<file path="config.mk">
export PLATFORM = sky130hd
export DESIGN_NAME = pipe_stage_skid
export DESIGN_NICKNAME = d
export VERILOG_FILES = /design/src/rtl/mips_pipe_pkg.sv /design/src/rtl/pipe_skid_slot.sv /design/src/rtl/pipe_stage_skid.sv
export SDC_FILE = /design/constraint.sdc
export NUM_CORES = 1
export LEC_CHECK = 0
export CAP_MARGIN = 20
export CORE_ASPECT_RATIO = 2
export CORE_UTILIZATION = 51
export CTS_CLUSTER_DIAMETER = 50
export CTS_CLUSTER_SIZE = 25
export DETAILED_ROUTE_END_ITERATION = 16
export PLACE_DENSITY = 0.83
export RECOVER_POWER = 25
export SLEW_MARGIN = 20
export SYNTH_ARGS = -nofsm -noshare
export SYNTH_HDL_FRONTEND = slang
export SYNTH_HIERARCHICAL = 1
export SYNTH_SLANG_ARGS = --single-unit
</file>
<file path="constraint.sdc">
create_clock -name Clk -period 2.3 [get_ports Clk]
set_clock_uncertainty 0.2 [all_clocks]
set_input_delay 0.46 -clock Clk [delete_from_list [all_inputs] [get_ports Clk]]
set_output_delay 0.46 -clock Clk [all_outputs]
set_load 0.005 [all_outputs]
</file>
<file path="src/rtl/mips_pipe_pkg.sv">
// -----------------------------------------------------------------------------
// mips_pipe_pkg
// Shared constants for the MIPS pipeline stage registers: the nop encoding,
// the PC+4 reset value and the occupancy state encoding used by every
// pipe_stage_skid instance.
// -----------------------------------------------------------------------------
package mips_pipe_pkg;

   localparam logic [31:0] NOP_IR   = 32'h0000_0000;
   localparam logic [31:0] PC_RESET = 32'h0000_3000;

   // Occupancy of a stage: nothing held, main register held, main + skid held.
   localparam logic [1:0] ST_EMPTY = 2'd0;
   localparam logic [1:0] ST_FULL  = 2'd1;
   localparam logic [1:0] ST_SKID  = 2'd2;

   // Number of entries held in a given occupancy state.
   function automatic logic [1:0] occupancy(input logic [1:0] st);
      case (st)
         ST_FULL: occupancy = 2'd1;
         ST_SKID: occupancy = 2'd2;
         default: occupancy = 2'd0;
      endcase
   endfunction

endpackage

</file>
<file path="src/rtl/pipe_skid_slot.sv">
// -----------------------------------------------------------------------------
// pipe_skid_slot
// One valid bit plus an instruction/PC+4 payload register.
//   Clk, Reset : clock, synchronous active-high reset
//   i_Load     : capture i_IR/i_PC4 and mark valid (wins over i_Clear)
//   i_Clear    : mark invalid, force IR to nop, keep PC+4
//   i_IR/i_PC4 : payload to capture
//   o_Valid    : slot holds an entry
//   o_IR/o_PC4 : held payload (IR is nop whenever the slot is empty)
// -----------------------------------------------------------------------------
import mips_pipe_pkg::*;

module pipe_skid_slot #(
   parameter int              IR_W   = 32,
   parameter int              PC_W   = 32,
   parameter logic [PC_W-1:0] PC_RST = PC_W'(PC_RESET)
) (
   input  logic            Clk,
   input  logic            Reset,
   input  logic            i_Load,
   input  logic            i_Clear,
   input  logic [IR_W-1:0] i_IR,
   input  logic [PC_W-1:0] i_PC4,
   output logic            o_Valid,
   output logic [IR_W-1:0] o_IR,
   output logic [PC_W-1:0] o_PC4
);

   logic            r_Valid;
   logic [IR_W-1:0] r_IR;
   logic [PC_W-1:0] r_PC4;

   always_ff @(posedge Clk) begin
      if (Reset) begin
         r_Valid <= 1'b0;
         r_IR    <= IR_W'(NOP_IR);
         r_PC4   <= PC_RST;
      end else if (i_Load) begin
         r_Valid <= 1'b1;
         r_IR    <= i_IR;
         r_PC4   <= i_PC4;
      end else if (i_Clear) begin
         // PC+4 deliberately kept so downstream sees the last known PC.
         r_Valid <= 1'b0;
         r_IR    <= IR_W'(NOP_IR);
      end
   end

   assign o_Valid = r_Valid;
   assign o_IR    = r_IR;
   assign o_PC4   = r_PC4;

endmodule

</file>
<file path="src/rtl/pipe_stage_skid.sv">
// -----------------------------------------------------------------------------
// pipe_stage_skid
// Valid/ready pipeline stage register carrying instruction word and PC+4.
// With SKID=1 a second slot absorbs one extra entry so In_Ready can come
// straight from a flop; with SKID=0 it is a single register whose In_Ready
// is combinational on Out_Ready.
//   Clk, Reset          : clock, synchronous active-high reset (top priority)
//   Flush               : drop held entries and the entry offered this cycle
//   In_Valid/In_Ready   : upstream handshake, In_IR/In_PC4 payload
//   Out_Valid/Out_Ready : downstream handshake, Out_IR/Out_PC4 payload
//   Stall_Cnt           : saturating count of Out_Valid & ~Out_Ready cycles
// -----------------------------------------------------------------------------
import mips_pipe_pkg::*;

module pipe_stage_skid #(
   parameter int              IR_W   = 32,
   parameter int              PC_W   = 32,
   parameter logic [PC_W-1:0] PC_RST = PC_W'(PC_RESET),
   parameter int              SKID   = 1,
   parameter int              CNT_W  = 16
) (
   input  logic             Clk,
   input  logic             Reset,
   input  logic             Flush,
   input  logic             In_Valid,
   output logic             In_Ready,
   input  logic [IR_W-1:0]  In_IR,
   input  logic [PC_W-1:0]  In_PC4,
   output logic             Out_Valid,
   input  logic             Out_Ready,
   output logic [IR_W-1:0]  Out_IR,
   output logic [PC_W-1:0]  Out_PC4,
   output logic [CNT_W-1:0] Stall_Cnt
);

   logic [1:0]       r_State;
   logic [1:0]       w_NextState;
   logic             w_InXfer;
   logic             w_OutXfer;
   logic             w_MainLoad;
   logic             w_MainClear;
   logic             w_MainFromSkid;
   logic             w_SkidLoad;
   logic             w_SkidClear;
   logic [IR_W-1:0]  w_MainIR;
   logic [PC_W-1:0]  w_MainPC4;
   logic [IR_W-1:0]  w_SkidIR;
   logic [PC_W-1:0]  w_SkidPC4;
   logic [CNT_W-1:0] r_StallCnt;

   assign w_InXfer  = In_Valid & In_Ready;
   assign w_OutXfer = Out_Valid & Out_Ready;

   // Occupancy control. Flush gates every load, so an entry offered in the
   // flush cycle is dropped; an out-xfer in that cycle still completes since
   // downstream samples Out_* at the same edge.
   always_comb begin
      w_NextState    = r_State;
      w_MainLoad     = 1'b0;
      w_MainClear    = 1'b0;
      w_MainFromSkid = 1'b0;
      w_SkidLoad     = 1'b0;
      w_SkidClear    = 1'b0;
      case (r_State)
         ST_EMPTY: begin
            if (!Flush && w_InXfer) begin
               w_MainLoad  = 1'b1;
               w_NextState = ST_FULL;
            end
         end
         ST_FULL: begin
            if (Flush) begin
               w_MainClear = 1'b1;
               w_NextState = ST_EMPTY;
            end else if (w_InXfer && w_OutXfer) begin
               w_MainLoad = 1'b1;
            end else if (w_InXfer) begin
               // Only reachable with a skid slot: without one In_Ready
               // needs Out_Ready while the stage is full.
               if (SKID != 0) begin
                  w_SkidLoad  = 1'b1;
                  w_NextState = ST_SKID;
               end
            end else if (w_OutXfer) begin
               w_MainClear = 1'b1;
               w_NextState = ST_EMPTY;
            end
         end
         ST_SKID: begin
            if (Flush) begin
               w_MainClear = 1'b1;
               w_SkidClear = 1'b1;
               w_NextState = ST_EMPTY;
            end else if (w_OutXfer) begin
               w_MainLoad     = 1'b1;
               w_MainFromSkid = 1'b1;
               w_SkidClear    = 1'b1;
               w_NextState    = ST_FULL;
            end
         end
         default: begin
            w_MainClear = 1'b1;
            w_SkidClear = 1'b1;
            w_NextState = ST_EMPTY;
         end
      endcase
   end

   always_ff @(posedge Clk) begin
      if (Reset) r_State <= ST_EMPTY;
      else       r_State <= w_NextState;
   end

   assign w_MainIR  = w_MainFromSkid ? w_SkidIR  : In_IR;
   assign w_MainPC4 = w_MainFromSkid ? w_SkidPC4 : In_PC4;

   pipe_skid_slot #(
      .IR_W   (IR_W),
      .PC_W   (PC_W),
      .PC_RST (PC_RST)
   ) u_main (
      .Clk     (Clk),
      .Reset   (Reset),
      .i_Load  (w_MainLoad),
      .i_Clear (w_MainClear),
      .i_IR    (w_MainIR),
      .i_PC4   (w_MainPC4),
      .o_Valid (Out_Valid),
      .o_IR    (Out_IR),
      .o_PC4   (Out_PC4)
   );

   generate
      if (SKID != 0) begin : g_skid
         logic r_InReady;
         logic w_unused_SkidValid;

         pipe_skid_slot #(
            .IR_W   (IR_W),
            .PC_W   (PC_W),
            .PC_RST (PC_RST)
         ) u_skid (
            .Clk     (Clk),
            .Reset   (Reset),
            .i_Load  (w_SkidLoad),
            .i_Clear (w_SkidClear),
            .i_IR    (In_IR),
            .i_PC4   (In_PC4),
            .o_Valid (w_unused_SkidValid),
            .o_IR    (w_SkidIR),
            .o_PC4   (w_SkidPC4)
         );

         // Tracks ~skid_valid one-for-one, but kept as its own flop so the
         // upstream ready path starts at a register with no logic after it.
         always_ff @(posedge Clk) begin
            if (Reset) r_InReady <= 1'b1;
            else       r_InReady <= (w_NextState != ST_SKID);
         end

         assign In_Ready = r_InReady;
      end else begin : g_noskid
         logic w_unused_skid;

         assign w_SkidIR      = '0;
         assign w_SkidPC4     = '0;
         assign w_unused_skid = w_SkidLoad | w_SkidClear;
         assign In_Ready      = Out_Ready | ~Out_Valid;
      end
   endgenerate

   // Stall counter saturates at all-ones; only Reset clears it.
   always_ff @(posedge Clk) begin
      if (Reset)
         r_StallCnt <= '0;
      else if (Out_Valid && !Out_Ready && !Flush && (r_StallCnt != {CNT_W{1'b1}}))
         r_StallCnt <= r_StallCnt + 1'b1;
   end

   assign Stall_Cnt = r_StallCnt;

endmodule

</file>
==> impl_metrics.py, run 1 <==
metrics = {
    "critical_path": {
        "path_cells": "clkdlybuf4s50_1, nor3_4, buf_6, buf_12, mux2_2, mux2i_1, nor2_1",
        "critPathArrivalTime_ns": 2.23,
        "critical-path-top-delay-family": "buffers and inverters",
        "reg2reg_from": "r_State[0]$_SDFF_PP0_",
        "cpPeakStageDelay_ns": 0.56,
        "cp-startpoint": "Flush",
        "cp.buffers_inverters": 3,
        "end_kind": "flip-flop",
        "critPathLaunchType": "primary input",
        "critical_path_class": "in2reg",
        "r2r_slack_ns": 0.19,
        "cp_data_required_time_ns": 2.38,
        "crit_path_max_fanout": 18,
        "crit_path_top_delay_cell": "clkdlybuf4s50_1",
    },
    "global_route": {
        "grt_use_total": 0.252,
        "grt_max_degree": 95,
        "grt_overflow": 0,
        "grt_pass1_wl_um": 28800,
        "grt_pass1_vias": 6095,
        "antenna_found_initial": 0,
    },
    "placed_design": {
        "place_congestion": 0.805,
        "io_buffers": 150,
        "placed_area_um2": 9090,
        "hpwlAfterDp_um": 12100,
        "post-place-cells": 1029,
    },
    "synth": {
        "syn_area_um2": 7140,
        "yosysWarnings": 6,
        "synth.net_count": 767,
        "postSynthCellCount": 697,
        "syn_avg_cell_area_um2": 10.2,
    },
    "route": {
        "wl_per_cell_um": 16.7,
        "routed_wl_um": 17800,
        "dr.pass1.iters": 4,
        "num_vias": 5783,
        "drt_iter0_markers": 272,
        "antenna_left": 0,
        "drc": 0,
        "avgViaCountPerCell": 5.44,
    },
    "sta": {
        "hold_viol_final": 0,
        "tightest_slew_ns": 0.585,
        "finalMaxSlewViolations": 0,
        "min_period_over_period": 0.934,
        "setup_viol": 0,
        "max_slew_margin": 0.610,
        "period_minus_slack_ns": 2.15,
        "rsz0062_at_grt": "no",
        "hold_ws_ns": 0.172,
        "fmax_mhz": 466,
    },
    "floorplan": {
        "dieArea_um2": 14500,
        "dieWidth_um": 85.7,
        "core_um2": 13600,
        "fp-row-count": 60,
        "ios": 151,
        "die_y_um": 169,
        "initial_utilization": 0.526,
    },
    "cts": {
        "clk_pin_slew_worst_paths_ns": 0.06,
        "insertion_delay_ns": 0.43,
        "hold_buffers": 0,
        "clock_sinks": 148,
        "clockRootBuffer": "clkbuf_16",
        "cts_made_buffers": 17,
        "clk_path_buf_depth": 2,
        "cts_tree": "done",
        "h-tree-depth": 4,
    },
    "pwr": {
        "vdd_drop_max_mv": 0.503,
        "p_per_area_nw_per_um2": 661,
        "p_leak_nw": 3.49,
    },
    "finish": {
        "nFillCells": 963,
        "areaGrowthSynthToFinish_pct": 36.6,
        "fin_util": 0.718,
        "final_layout_size_suffix_gt1_frac": 0.250,
        "nNetsFinal": 934,
        "fin_area_um2": 9760,
        "final_cells": 1063,
        "num_antenna_cells": 0,
    },
    "run_status": {
        "status": "finished clean",
    },
    "min_path": {
        "hold_path_class": "in2reg",
        "hold_start": "Reset",
    },
    "flow_run": {
        "maxCapViolations": 0,
    },
}
layout make-up:
class / instances / area, µm² / area share
Multi-Input combinational cell: 424 / 3570 / 0.366
Sequential cell: 148 / 2960 / 0.304
Timing Repair Buffer: 206 / 2100 / 0.215
Clock buffer: 19 / 443 / 0.0454
Inverter: 67 / 251 / 0.0258
Tap cell: 186 / 233 / 0.0238
Clock inverter: 13 / 198 / 0.0203
metrics by stage:
| step | worst slack (ns) | power, W | TNS, ns |
|---|---|---|---|
| after floorplan | 0.211 | 0.00313 | 0 |
| final | 0.153 | 0.00646 | 0 |
| after CTS | 0.0786 | 0.00652 | 0 |
| after global placement | -0.294 | 0.00348 | -28.55 |
| after global routing | 0.00706 | 0.00665 | 0 |
| after detailed placement | -0.339 | 0.00350 | -32.01 |
registers in the layout, indices dropped and copies added (netlist names):
name and cells:
In_Ready 1, Stall_Cnt 16, g_skid.u_skid/o_IR 32, g_skid.u_skid/o_PC4 32, r_State 2, u_main/o_IR 32, u_main/o_PC4 32, u_main/o_Valid 1
path summary, 6_finish.rpt:
kind,to,cells after the start
worst max register to register,u_main/o_IR[25]$_SDFFE_PP0P_,7
worst min register to register,u_main/o_IR[7]$_SDFFE_PP0P_,2
worst max-delay path,u_main/o_PC4[1]$_SDFFE_PP0P_,7
worst min-delay path,u_main/o_IR[27]$_SDFFE_PP0P_,2
layer usage:
metal | vias to the layer above | part of all wire | GRT usage
met4 | 0 | 0.029 | 0.115
met5 | - | 0 | 0
met1 | 2797 | 0.37 | 0.255
li1 | 2778 | - | -
met3 | 43 | 0.034 | 0.0472
met2 | 165 | 0.57 | 0.483
layout by cell type (no fill, tap or decap), drive strengths merged, types with 4 or more instances in the layout:
cell type / count
nand4: 5
a211o: 4
bufinv: 4
dlygate4sd3: 55
inv: 70
mux2: 67
o31ai: 10
a21oi: 17
buf: 56
clkbuf: 20
nor2b: 7
mux2i: 60
dfxtp: 148
nand2: 73
o32ai: 62
nor2: 68
nor3: 4
nand3: 4
or4: 9
or3: 4
clkdlybuf4s50: 93
o21ai: 4
power by group:
part / internal, W / total (W) / leakage, nW / switching [W]
logic: 0.000407 / 0.000742 / 1.99 / 0.000335
registers: 0.00265 / 0.00269 / 1.20 / 0.0000473
clock network: 0.00186 / 0.00302 / 0.302 / 0.00116
timing repair:
action	4_1_cts	5_1_grt
endpoints found under the hold margin	0	0
setup endpoints to repair	0	52
gates resized for setup	0	5
setup buffers	0	2
Note: power is estimated with default switching activity, not from simulation.
==> run 2: changes to the inputs <==
- CORE_MARGIN: default -> 5
==> run 2 against run 1 <==
Compared with the run above:
- highest routed layer unchanged
- sequential cell count unchanged
- non-clock buffer count down 9
- hold slack better by 0.10 ns
==> impl_metrics.py, run 2 (synthesis results as in run 1) <==
metrics = {
    "sta": {
        "worst_slack_ns": 0.138,
        "finalMaxSlewViolations": 0,
        "tightest_slew_ns": 0.549,
        "fmax_mhz": 463,
        "setup_viol": 0,
        "period_minus_slack_ns": 2.16,
        "setup-tns-final_ns": 0,
        "hold_ws_ns": 0.271,
        "rsz0062_at_grt": "no",
        "min_period_over_period": 0.940,
        "max_slew_margin": 0.631,
        "hold_viol_final": 0,
    },
    "global_route": {
        "grt_pass1_wl_um": 29000,
        "grt_overflow": 0,
        "antenna_found_initial": 0,
        "grt_pass1_vias": 5996,
        "grt_max_degree": 61,
        "grt_use_total": 0.218,
    },
    "critical_path": {
        "end_kind": "flip-flop",
        "crit_path_max_fanout": 26,
        "cp_data_required_time_ns": 2.39,
        "critPathArrivalTime_ns": 2.25,
        "r2r_slack_ns": 0.19,
        "critPathLaunchType": "primary input",
        "rr_worst_depth": 7,
        "reg2reg_from": "r_State[1]$_SDFF_PP0_",
        "r2r_end": "u_main/o_PC4[2]$_SDFFE_PP0P_",
        "critical_path_class": "in2reg",
    },
    "route": {
        "avgViaCountPerCell": 5.42,
        "routed_wl_um": 17800,
        "dr.pass1.iters": 5,
        "drt_iter0_markers": 163,
        "antenna_left": 0,
        "num_vias": 5727,
        "wl_per_cell_um": 16.8,
        "drc": 0,
    },
    "cts": {
        "hold_buffers": 0,
        "clockRootBuffer": "clkbuf_16",
        "clk_path_buf_depth": 2,
        "insertion_delay_ns": 0.41,
        "cts_tree": "done",
        "cts_made_buffers": 17,
        "clk_pin_slew_worst_paths_ns": 0.06,
        "clock_sinks": 148,
        "h-tree-depth": 4,
    },
    "finish": {
        "nNetsFinal": 925,
        "areaGrowthSynthToFinish_pct": 35.3,
        "final_common_cell": "dfxtp_1",
        "fin_util": 0.699,
        "num_antenna_cells": 0,
        "final_layout_size_suffix_gt1_frac": 0.242,
        "mostFrequentLayoutCells": "dfxtp_1, clkdlybuf4s50_1, nand2_1, inv_1, nor2_1",
    },
    "floorplan": {
        "dieWidth_um": 93.7,
        "die_y_um": 177,
        "core_um2": 13800,
        "ios": 151,
        "fp-row-count": 61,
        "dieArea_um2": 16600,
        "initial_utilization": 0.517,
    },
    "placed_design": {
        "place_ws_ns": -0.277,
        "place_congestion": 0.821,
        "hpwlAfterDp_um": 12500,
        "io_buffers": 150,
    },
    "pwr": {
        "p_leak_nw": 3.43,
        "p_per_area_nw_per_um2": 656,
        "fin_total_pwr_w": 0.00633,
        "vdd_drop_max_mv": 0.526,
    },
    "flow_run": {
        "maxCapViolations": 0,
    },
    "min_path": {
        "min_to": "u_main/o_IR[31]$_SDFFE_PP0P_",
        "hold_depth": 2,
        "hold_start": "u_main/o_IR[31]$_SDFFE_PP0P_",
        "hold_path_class": "reg2reg",
    },
    "run_status": {
        "status": "finished clean",
    },
}
run 2: worst max path at each step:
stage,startpoint,end
global placement,Out_Ready,u_main/o_IR[31]$_SDFFE_PP0P_
CTS,In_Valid,u_main/o_PC4[2]$_SDFFE_PP0P_
finish,Out_Ready,u_main/o_PC4[4]$_SDFFE_PP0P_
global route,Out_Ready,u_main/o_IR[31]$_SDFFE_PP0P_
detailed placement,In_Valid,u_main/o_PC4[12]$_SDFFE_PP1P_
floorplan,Flush,u_main/o_PC4[12]$_SDFFE_PP1P_
run 2: stage by stage:
step	cell area, µm²	std cells
after floorplan	7140	697
after global placement	9040	1025
after detailed placement	9040	1025
after CTS	9660	1057
after global routing	9660	1057
final	9660	1057
run 2: layout make-up:
cell class	instances	area (µm²)
Fill cell	1034	4150
Clock inverter	15	195
Multi-Input combinational cell	424	3560
Timing Repair Buffer	197	2030
Inverter	67	251
Sequential cell	148	2960
Tap cell	189	236
Clock buffer	17	425
run 2: metal layers:
layer	global-route usage	up-vias	wire, µm
met4	0.103	0	510
met2	0.407	153	10100
met1	0.229	2781	6540
li1	-	2757	-
met5	0	-	0
met3	0.0390	36	681
run 2: what timing repair did:
item                       4_1_cts  5_1_grt
buffers inserted                 0        0
setup endpoints to repair        0        1
resized for setup                0        1
run 2: critical path, cell delays in order:
cell and delay, ns:
clkdlybuf4s50_1 0.50, and2_1 0.23, buf_4 0.14, a22oi_1 0.09
nor2_4 0.24, buf_12 0.25, mux2i_1 0.24, nor2_1 0.06
run 2: power by group:
group / switching (W) / internal, W / total (W)
logic: 0.000327 / 0.000393 / 0.000720
registers: 0.0000474 / 0.00264 / 0.00269
clock network: 0.00118 / 0.00174 / 0.00292
total: 0.00155 / 0.00478 / 0.00633
==> run 3: changes to the inputs <==
- GPL_ROUTABILITY_DRIVEN: default -> 0
- REMOVE_ABC_BUFFERS: default -> 1
==> run 3 against run 2 <==
Compared with the run above:
- cell count is essentially flat
- via count is essentially flat
- critical endpoint is now u_main/o_IR[26]$_SDFFE_PP0P_
- design area grew 1.0%
- non-clock buffer count shrank 1
- highest routed layer unchanged
- critical path depth is the same
==> impl_metrics.py, run 3 (synthesis results as in run 1) <==
metrics = {
    "finish": {
        "areaGrowthSynthToFinish_pct": 36.7,
        "nFillCells": 980,
        "final_layout_size_suffix_gt1_frac": 0.240,
        "mostFrequentLayoutCells": "dfxtp_1, clkdlybuf4s50_1, nand2_1, inv_1, nor2_1",
        "final_cells": 1056,
        "final_common_cell": "dfxtp_1",
        "nNetsFinal": 924,
    },
    "route": {
        "wl_met1_um": 6300,
        "drc": 0,
        "wl_per_cell_um": 17.4,
        "routed_wl_um": 18400,
        "num_vias": 5725,
        "dr.pass1.iters": 4,
        "dr_wl_met2_um": 10500,
        "routed.top_layer": "met4",
        "antenna_left": 0,
        "avgViaCountPerCell": 5.42,
        "wl_met3_um": 696,
        "drt_iter0_markers": 214,
    },
    "critical_path": {
        "critPathArrivalTime_ns": 2.31,
        "rr_worst_depth": 5,
        "r2r_end": "Stall_Cnt[8]$_SDFFE_PP0P_",
        "critPathCapture": "u_main/o_IR[26]$_SDFFE_PP0P_",
        "r2r_slack_ns": 0.17,
        "cp_data_required_time_ns": 2.42,
        "cp-startpoint": "Out_Ready",
        "end_kind": "flip-flop",
        "reg2reg_from": "Stall_Cnt[0]$_SDFFE_PP0P_",
        "critPathLaunchType": "primary input",
        "critical_path_class": "in2reg",
        "crit_path_max_fanout": 19,
    },
    "global_route": {
        "grt_overflow": 0,
        "grt_pass1_vias": 6095,
        "grt_pass1_wl_um": 29900,
        "antenna_found_initial": 1,
        "grt_use_total": 0.227,
        "grt_max_degree": 75,
    },
    "pwr": {
        "vdd_drop_max_mv": 0.617,
        "clockPowerShare": 0.473,
        "switching_share": 0.222,
        "power_frac_comb": 0.114,
        "p_per_area_nw_per_um2": 669,
        "p_leak_nw": 3.46,
        "internal_power_w": 0.00509,
        "p_switching_w": 0.00145,
        "seqPwrFrac": 0.412,
    },
    "floorplan": {
        "initial_utilization": 0.517,
        "ios": 151,
        "dieWidth_um": 93.7,
        "core_um2": 13800,
        "fp-row-count": 61,
        "die_y_um": 177,
        "dieArea_um2": 16600,
    },
    "placed_design": {
        "post-place-cells": 1024,
        "place_ws_ns": -0.285,
        "io_buffers": 150,
        "hpwlAfterDp_um": 13200,
    },
    "sta": {
        "setup-tns-final_ns": 0,
        "tightest_slew_ns": 0.350,
        "hold_viol_final": 0,
        "max_slew_margin": 0.760,
        "finalMaxSlewViolations": 0,
        "hold_ws_ns": 0.157,
        "fmax_mhz": 455,
        "worst_slack_ns": 0.101,
        "rsz0062_at_grt": "no",
        "min_period_over_period": 0.956,
        "setup_viol": 0,
        "period_minus_slack_ns": 2.20,
    },
    "cts": {
        "insertion_delay_ns": 0.41,
        "hold_buffers": 0,
        "post-cts-setup-buffers": 0,
        "clk_pin_slew_worst_paths_ns": 0.06,
        "clockRootBuffer": "clkbuf_16",
        "h-tree-depth": 4,
        "cts_tree": "done",
        "clock_sinks": 148,
        "clk_path_buf_depth": 2,
        "cts_made_buffers": 17,
        "ctsResizeCount": 0,
    },
    "run_status": {
        "status": "finished clean",
    },
    "min_path": {
        "hold_path_class": "in2reg",
    },
    "flow_run": {
        "maxCapViolations": 0,
    },
}
-- run 3: how the worst min path moves through the flow --
stage                                        startpoint                                   to  slack (ns)  cells after the start
floorplan           g_skid.u_skid/o_IR[31]$_SDFFE_PP0P_  g_skid.u_skid/o_IR[31]$_SDFFE_PP0P_        0.25                      2
global placement    g_skid.u_skid/o_IR[31]$_SDFFE_PP0P_  g_skid.u_skid/o_IR[31]$_SDFFE_PP0P_        0.26                      2
detailed placement  g_skid.u_skid/o_IR[31]$_SDFFE_PP0P_  g_skid.u_skid/o_IR[31]$_SDFFE_PP0P_        0.28                      2
CTS                                               Reset            Stall_Cnt[7]$_SDFFE_PP0P_        0.13                      2
global route                                      Reset           Stall_Cnt[11]$_SDFFE_PP0P_        0.15                      2
finish                                            Reset            Stall_Cnt[7]$_SDFFE_PP0P_        0.16                      2
-- run 3: worst max-delay path, stage by stage --
cell,delay [ns]
clkdlybuf4s50_1,0.45
and2_0,0.21
buf_4,0.16
a22oi_1,0.27
nor2_4,0.10
buf_12,0.18
buf_4,0.18
o32ai_2,0.29
-- run 3: per-stage QoR --
step	utilization	power [W]	area, µm²
after floorplan	-	0.00308	6760
after global placement	0.658	0.00349	9100
after detailed placement	0.658	0.00352	9100
after CTS	0.706	0.00663	9760
after global routing	0.707	0.00678	9760
final	0.707	0.00653	9760
-- run 3: final cells by class --
class / count / area (µm²) / area share
well taps: 189 / 236 / 0.0242
multi-input cells: 424 / 3560 / 0.365
diodes: 1 / 2.50 / 0.000256
inverters: 67 / 251 / 0.0258
flip-flops and latches: 148 / 2960 / 0.303
repair buffers: 196 / 2090 / 0.214
clock buffers: 18 / 429 / 0.0440
clock inverters: 13 / 233 / 0.0238
-- run 3: power groups by stage --
stage | Clock, W | Sequential, W | Combinational, W
after global routing | 0.00328 | 0.00270 | 0.000801
after detailed placement | 0 | 0.00275 | 0.000763
final | 0.00309 | 0.00270 | 0.000747
after floorplan | 0 | 0.00275 | 0.000330
after global placement | 0 | 0.00275 | 0.000743
after CTS | 0.00316 | 0.00270 | 0.000771
-- run 3: per-layer routing --
metal | up-vias | global-route usage
met2 | 166 | 0.431
met4 | 0 | 0.128
met3 | 53 | 0.0467
met5 | - | 0
li1 | 2755 | -
met1 | 2751 | 0.219
